File: src/rtl/chk_testdata.sv
// chk_testdata: incrementing-pattern stream checker; CHK_TESTDATA_BACKPRESSURE_EN adds LFSR-throttled ready_out
module chk_testdata #(
  parameter int DATA_W = 32,
  parameter int SAMPLE_CNT_MAX = 100
) (
  input  logic              clk,
  input  logic              rst,
  input  logic [DATA_W-1:0] data_in,
  input  logic              valid_in,
  input  logic              last_in,
  output logic              ready_out,
  output logic              locked,
  output logic [31:0]       frame_cnt,
  output logic [15:0]       word_err_cnt,
  output logic [15:0]       len_err_cnt,
  output logic              frame_done,
  output logic              err_pulse
);
  localparam logic [15:0] LAST_IDX = 16'(SAMPLE_CNT_MAX - 1);
  typedef enum logic {SEEK, TRACK} state_t;
  state_t state, state_nx;
  logic [DATA_W-1:0] exp_data;
  logic [15:0] idx;
  logic idx_sat, accept, at_end, word_err, len_err;
  assign accept = valid_in & ready_out;
  assign at_end = idx == LAST_IDX;
`ifdef CHK_TESTDATA_BACKPRESSURE_EN
  logic [7:0] lfsr;
  // free-running Fibonacci LFSR (taps 8,6,5,4) throttles ready to roughly 75 %
  always_ff @(posedge clk or posedge rst)
    if (rst) begin
      lfsr <= 8'hA5;
      ready_out <= 1'b0;
    end else begin
      lfsr <= {lfsr[6:0], lfsr[7] ^ lfsr[5] ^ lfsr[4] ^ lfsr[3]};
      ready_out <= lfsr[1] | lfsr[0];
    end
`else
  // always ready once out of reset
  always_ff @(posedge clk or posedge rst)
    if (rst) ready_out <= 1'b0;
    else ready_out <= 1'b1;
`endif
  // tracker state register; SEEK is only re-entered through reset
  always_ff @(posedge clk or posedge rst)
    if (rst) state <= SEEK;
    else state <= state_nx;
  // next state and per-beat error classification
  always_comb begin
    state_nx = state;
    word_err = 1'b0;
    len_err = 1'b0;
    if (accept) begin
      state_nx = TRACK;
      word_err = state == TRACK && data_in != exp_data;
      len_err = last_in ? !at_end : at_end && !idx_sat;
    end
  end
  // sequence/index tracking, saturating counters and event pulses
  always_ff @(posedge clk or posedge rst)
    if (rst) begin
      exp_data <= '0;
      idx <= '0;
      idx_sat <= 1'b0;
      locked <= 1'b0;
      frame_cnt <= '0;
      word_err_cnt <= '0;
      len_err_cnt <= '0;
      frame_done <= 1'b0;
      err_pulse <= 1'b0;
    end else begin
      frame_done <= accept & last_in;
      err_pulse <= word_err | len_err;
      if (word_err && word_err_cnt != 16'hFFFF) word_err_cnt <= word_err_cnt + 16'd1;
      if (len_err && len_err_cnt != 16'hFFFF) len_err_cnt <= len_err_cnt + 16'd1;
      if (accept) begin
        exp_data <= data_in + DATA_W'(1);
        locked <= 1'b1;
        idx <= last_in ? 16'd0 : at_end ? idx : idx + 16'd1;
        idx_sat <= !last_in && (idx_sat || at_end);
        frame_cnt <= frame_cnt + 32'(last_in);
      end
    end
endmodule

File: config.mk
export PLATFORM = sky130hd
export DESIGN_NAME = chk_testdata
export DESIGN_NICKNAME = d
export VERILOG_FILES = /design/src/rtl/chk_testdata.sv
export SDC_FILE = /design/constraint.sdc
export NUM_CORES = 1
export LEC_CHECK = 0
export BUFFER_PORTS_ARGS = -buffer_cell sky130_fd_sc_hd__buf_2
export CORE_MARGIN = 4
export CORE_UTILIZATION = 46
export DETAILED_ROUTE_END_ITERATION = 7
export PLACE_DENSITY = 0.78
export SYNTH_ARGS = -nofsm -noshare
export SYNTH_HDL_FRONTEND = slang
export SYNTH_SLANG_ARGS = --single-unit
File: constraint.sdc
create_clock -name clk -period 3.4 [get_ports clk]
set_input_delay 0.17 -clock clk [delete_from_list [all_inputs] [get_ports clk]]
set_output_delay 0.17 -clock clk [all_outputs]
set_load 0.05 [all_outputs]
# Word-level counts from Yosys, hierarchy flattened
# Index checks and enable logic that the tools add are counted.
# totals
reg_bits	117
# op_classes
eq_ne	5
n_addsub	5
muxes	5
bitwise_logic	3
n_reduce_logical	10
# op_table
cell	count
16-bit by 1-bit adder with 16-bit output (second input constant)	3
32-bit by 1-bit adder with 32-bit output	1
32-bit by 1-bit adder with 32-bit output (second input constant)	1
16-bit 2-to-1 mux	2
16-bit inequality test (second input constant)	2
32-bit inequality test	1
16-bit by 7-bit equality test with 1-bit output (second input constant)	1
1-bit logical AND	5
1-bit logical NOT	3
1-bit 2-to-1 mux	3
1-bit bitwise AND	2
2-bit inequality test (second input constant)	1
2-bit AND reduction	1
1-bit logical OR	1
1-bit bitwise OR	1

# Depth between registers and ports, before layout
# depth
word_depth	5
ltp_mapped	8
ltp_nobuf	8

# Least setup slack after synthesis
# OpenSTA, ideal clock, no wires.
# synth_path
kind	reg-to-reg
from	reg frame_cnt[0]
to	reg frame_cnt[28]
setup_time_ns	0.142
stages_incl_launch_ff	9
required_ns	3.258
arrival_time_ns	2.206
n_path_buf	0
setup_slack_ns	1.052
path_cell_list	dfrtp_1 -> ha_1 -> ha_1 -> nand3_1 -> nor3_4 -> nand3_1 -> or2_2 -> nand2b_1 -> xnor2_1
# synth_via
elab_chain_cells	1
# synth_lines
item	line_no	text
from (decl)	13	output logic [31:0] frame_cnt,
from (signal assigned)	81	frame_cnt <= frame_cnt + 32'(last_in);
32-bit by 1-bit adder with 32-bit output	81	
# Every way passes these cells.
# A chain may end at the register's enable or synchronous reset.

# Final worst setup path
# layout_path
from	reg exp_data[1]
to	reg word_err_cnt[1]
# layout_via
elab_chain_cells	4
# layout_lines
item	line_no	text
from (decl)	22	logic [DATA_W-1:0] exp_data;
from (signal assigned)	77	exp_data <= data_in + DATA_W'(1);
32-bit inequality test	55	word_err = state == TRACK && data_in != exp_data;
1-bit logical AND	55	
1-bit 2-to-1 mux	53	if (accept) begin
1-bit logical AND	74	if (word_err && word_err_cnt != 16'hFFFF) word_err_cnt <= word_err_cnt + 16'd1;
to (signal assigned)	74	
to (decl)	14	output logic [15:0] word_err_cnt,
# Every way passes these cells.

==> flow_metrics.env <==
export IMPL_status="finished clean"
export IMPL_first_pass_iters=4
export IMPL_synth_edf_count=0
export IMPL_power_share_switching_pct=29.6
export IMPL_grt_pass1_vias=4596
export IMPL_filler_cell_count=1069
export IMPL_p_sw_uw=1330
export IMPL_synth_seq_cells=117
export IMPL_clock_sinks=117
export IMPL_viasPerCell=5.28
export IMPL_regToRegSetupSlack_ps=950
export IMPL_ant_nets=0
export IMPL_hold_viol=0
export IMPL_initial_core_util_pct=47.5
export IMPL_cts_buffers=17
export IMPL_dpl_cell_area_sq_um=6740
export IMPL_hp_start="data_in[0]"
export IMPL_rr_startpoint="exp_data[1]"
export IMPL_p_leak_uw=0.00345
export IMPL_die_h_microns=123
export IMPL_seq_area_frac_synth_pct=48.4
export IMPL_area_growth_pct=22.7
export IMPL_vias=4724
export IMPL_tightest_slew_ps=1030
export IMPL_drive_gt1_share_pct=22.2
export IMPL_cts_resized=0
export IMPL_path_clk_slew_ps=60
export IMPL_finalSetupViolCount=0
export IMPL_drc=0
export IMPL_mostFrequentLayoutCell="dfrtp_1"
export IMPL_synthArstFlopShare_pct=100
export IMPL_cts_tree="yes"
export IMPL_grt_total_usage_pct=19.2
export IMPL_layoutNonFillerInstCount=894
export IMPL_design_area_sq_um=7420
export IMPL_crit_path_end_kind="flip-flop"
export IMPL_seqPwrFrac_pct=37.6
export IMPL_hpwl_microns=9830
export IMPL_synth_fp_nets=640
export IMPL_antenna_found_initial=0
export IMPL_p_per_area_nw_per_um2=606
export IMPL_syn_inst=598
export IMPL_clock_path_buffers=2
export IMPL_crit_path_start_kind="flip-flop"
export IMPL_die_area_sq_um=15000
export IMPL_multi_input_area_sq_um=3020
export IMPL_fmax_mhz=409
export IMPL_seqCellArea_sq_um=2930
export IMPL_finalSetupTns_ps=0
export IMPL_netlist_area_sq_um=6040
export IMPL_startpoint="exp_data[1]"
export IMPL_core_area_sq_um=12700
export IMPL_root_buffer="clkbuf_16"
export IMPL_wl_per_cell_microns=15.5
export IMPL_clock_latency_ps=410
export IMPL_synth_top_area_cell="dfrtp_1"
export IMPL_grt_max_degree=69
export IMPL_min_period_ps=2450
export IMPL_hold_class="input port to flip-flop"
export IMPL_dp_cells=861
export IMPL_slew_headroom_pct=31.4
export IMPL_synth_top_area_share_pct=48.4
export IMPL_critPathKind="flip-flop to flip-flop"
export IMPL_max_cap_violations=0
export IMPL_routabilityCongestion=0.877
export IMPL_ys_warnings_count=0
export IMPL_die_w_microns=123
export IMPL_finalCritPeriodShare_pct=72.0
export IMPL_arrival_ps=2740
export IMPL_ios=104
export IMPL_finClkSkew_ps=9.82
export IMPL_overflow=0
export IMPL_drv_slew=0
export IMPL_p_int_uw=3160
export IMPL_final_net_count=751
export IMPL_clkPwrFrac_pct=45.1
export IMPL_yosys_cell_types_count=43
export IMPL_ys_top_cells_by_area="dfrtp_1 48%, xnor2_1 13%, xor2_1 6.8%"
export IMPL_h_tree_depth=4
export IMPL_pwr_share_comb_pct=17.3
export IMPL_path_max_fanout=12
export IMPL_grt_pass1_wl_microns=23000
export IMPL_drtIter0Drc=420
export IMPL_peakVddDrop_mv=0.361
export IMPL_layout_common_cells="117 x dfrtp_1, 103 x buf_2, 87 x xnor2_1"
export IMPL_avgSynthCellArea_sq_um=10.1
export IMPL_rsz0062_at_grt="no"
export IMPL_antenna_cells=0
export IMPL_synth_ff_type="dfrtp_1"
export IMPL_rows=41
export IMPL_routed_wl_microns=13800
export IMPL_hold_worst_slack_ps=77.5
export IMPL_worstPathRequired_ps=3690
export IMPL_port_buffers=103
## repair_timing
| item | 4_1_cts | 5_1_grt |
|---|---|---|
| hold endpoints to repair | 51 | 0 |
| hold buffers | 1 | 0 |
| setup buffers | 0 | 0 |
## cells by family (layout without fill, tap and decap cells)
logic type	count (synthesis)	in the layout	share of synthesized area (%)
buffers and inverters	22	146	1.68
other	1	1	0.0621
AND/OR/NAND/NOR	275	275	25.0
AO/OA/AOI/OAI	38	38	3.27
XOR/XNOR	134	134	19.4
multiplexers	5	5	0.890
flip-flops	117	117	48.4
adder cells (fa/ha/maj)	6	6	1.24
## cell type report
type                            count  area share, %
Tap cell                          172           2.90
Clock buffer                       19           5.97
Multi-Input combinational cell    459           40.7
Timing Repair Buffer              106           7.46
Sequential cell                   117           39.5
Inverter                            8          0.439
Clock inverter                     13           3.09
## cells in the mapped netlist, types with 4 or more instances
| cell type | n |
|---|---|
| xor2_1 | 47 |
| a21oi_1 | 4 |
| ha_1 | 6 |
| inv_1 | 8 |
| nand3_1 | 35 |
| o21ai_0 | 32 |
| nand4_1 | 40 |
| nand2_1 | 79 |
| dfrtp_1 | 117 |
| nor3_1 | 6 |
| and4_1 | 12 |
| and3_1 | 19 |
| nor2b_1 | 5 |
| nor4_1 | 5 |
| xnor2_1 | 87 |
| nor2_1 | 47 |
| clkbuf_1 | 8 |
## per-layer routing
metal	track usage, %	vias to the layer above	part of all wire [%]	wire length [microns]
met1	25.6	2303	45	6180
met5	0	-	0	0
met3	4.70	19	4.6	632
met4	5.67	0	1.4	188
li1	-	2282	-	-
met2	31.2	120	49	6820
## stage by stage
step	utilization [%]	total power (uW)	setup slack, ps
after global placement	52.9	2440	1150
final	58.3	4490	952
after floorplan	-	2240	129
after CTS	58.3	4520	986
after global routing	58.3	4660	824
after detailed placement	52.9	2480	1090
## power by group through the flow
stage	Sequential, uW	Combinational, uW	Clock [uW]
after floorplan	1950	286	0
final	1690	777	2020
after detailed placement	1710	774	0
after CTS	1690	784	2050
after global placement	1700	749	0
after global routing	1710	838	2110
## registers in the layout, indices dropped and copies added, names as in the netlist
signal and count:
ready_out 1, word_err_cnt 16, idx 16, idx_sat 1
err_pulse 1, frame_done 1, len_err_cnt 16, locked 1
exp_data 32, frame_cnt 32
## worst max-delay path, stage by stage (launching register included)
cell     delay [ps]
dfrtp_1         390
xnor2_1         200
nand4_1         150
nor4_1          580
nand2_1         400
nand3_1         260
mux2_2          350
## path summary, 6_finish.rpt
check / to / cells past startpoint
min in group asynchronous: len_err_cnt[11] / 3
setup / recovery: word_err_cnt[1] / 6
hold / removal: exp_data[0] / 2
hold reg to reg: frame_cnt[31] / 1
setup reg to reg: word_err_cnt[1] / 6
max in group asynchronous: word_err_cnt[13] / 4
(Power assumes the default switching activity.)
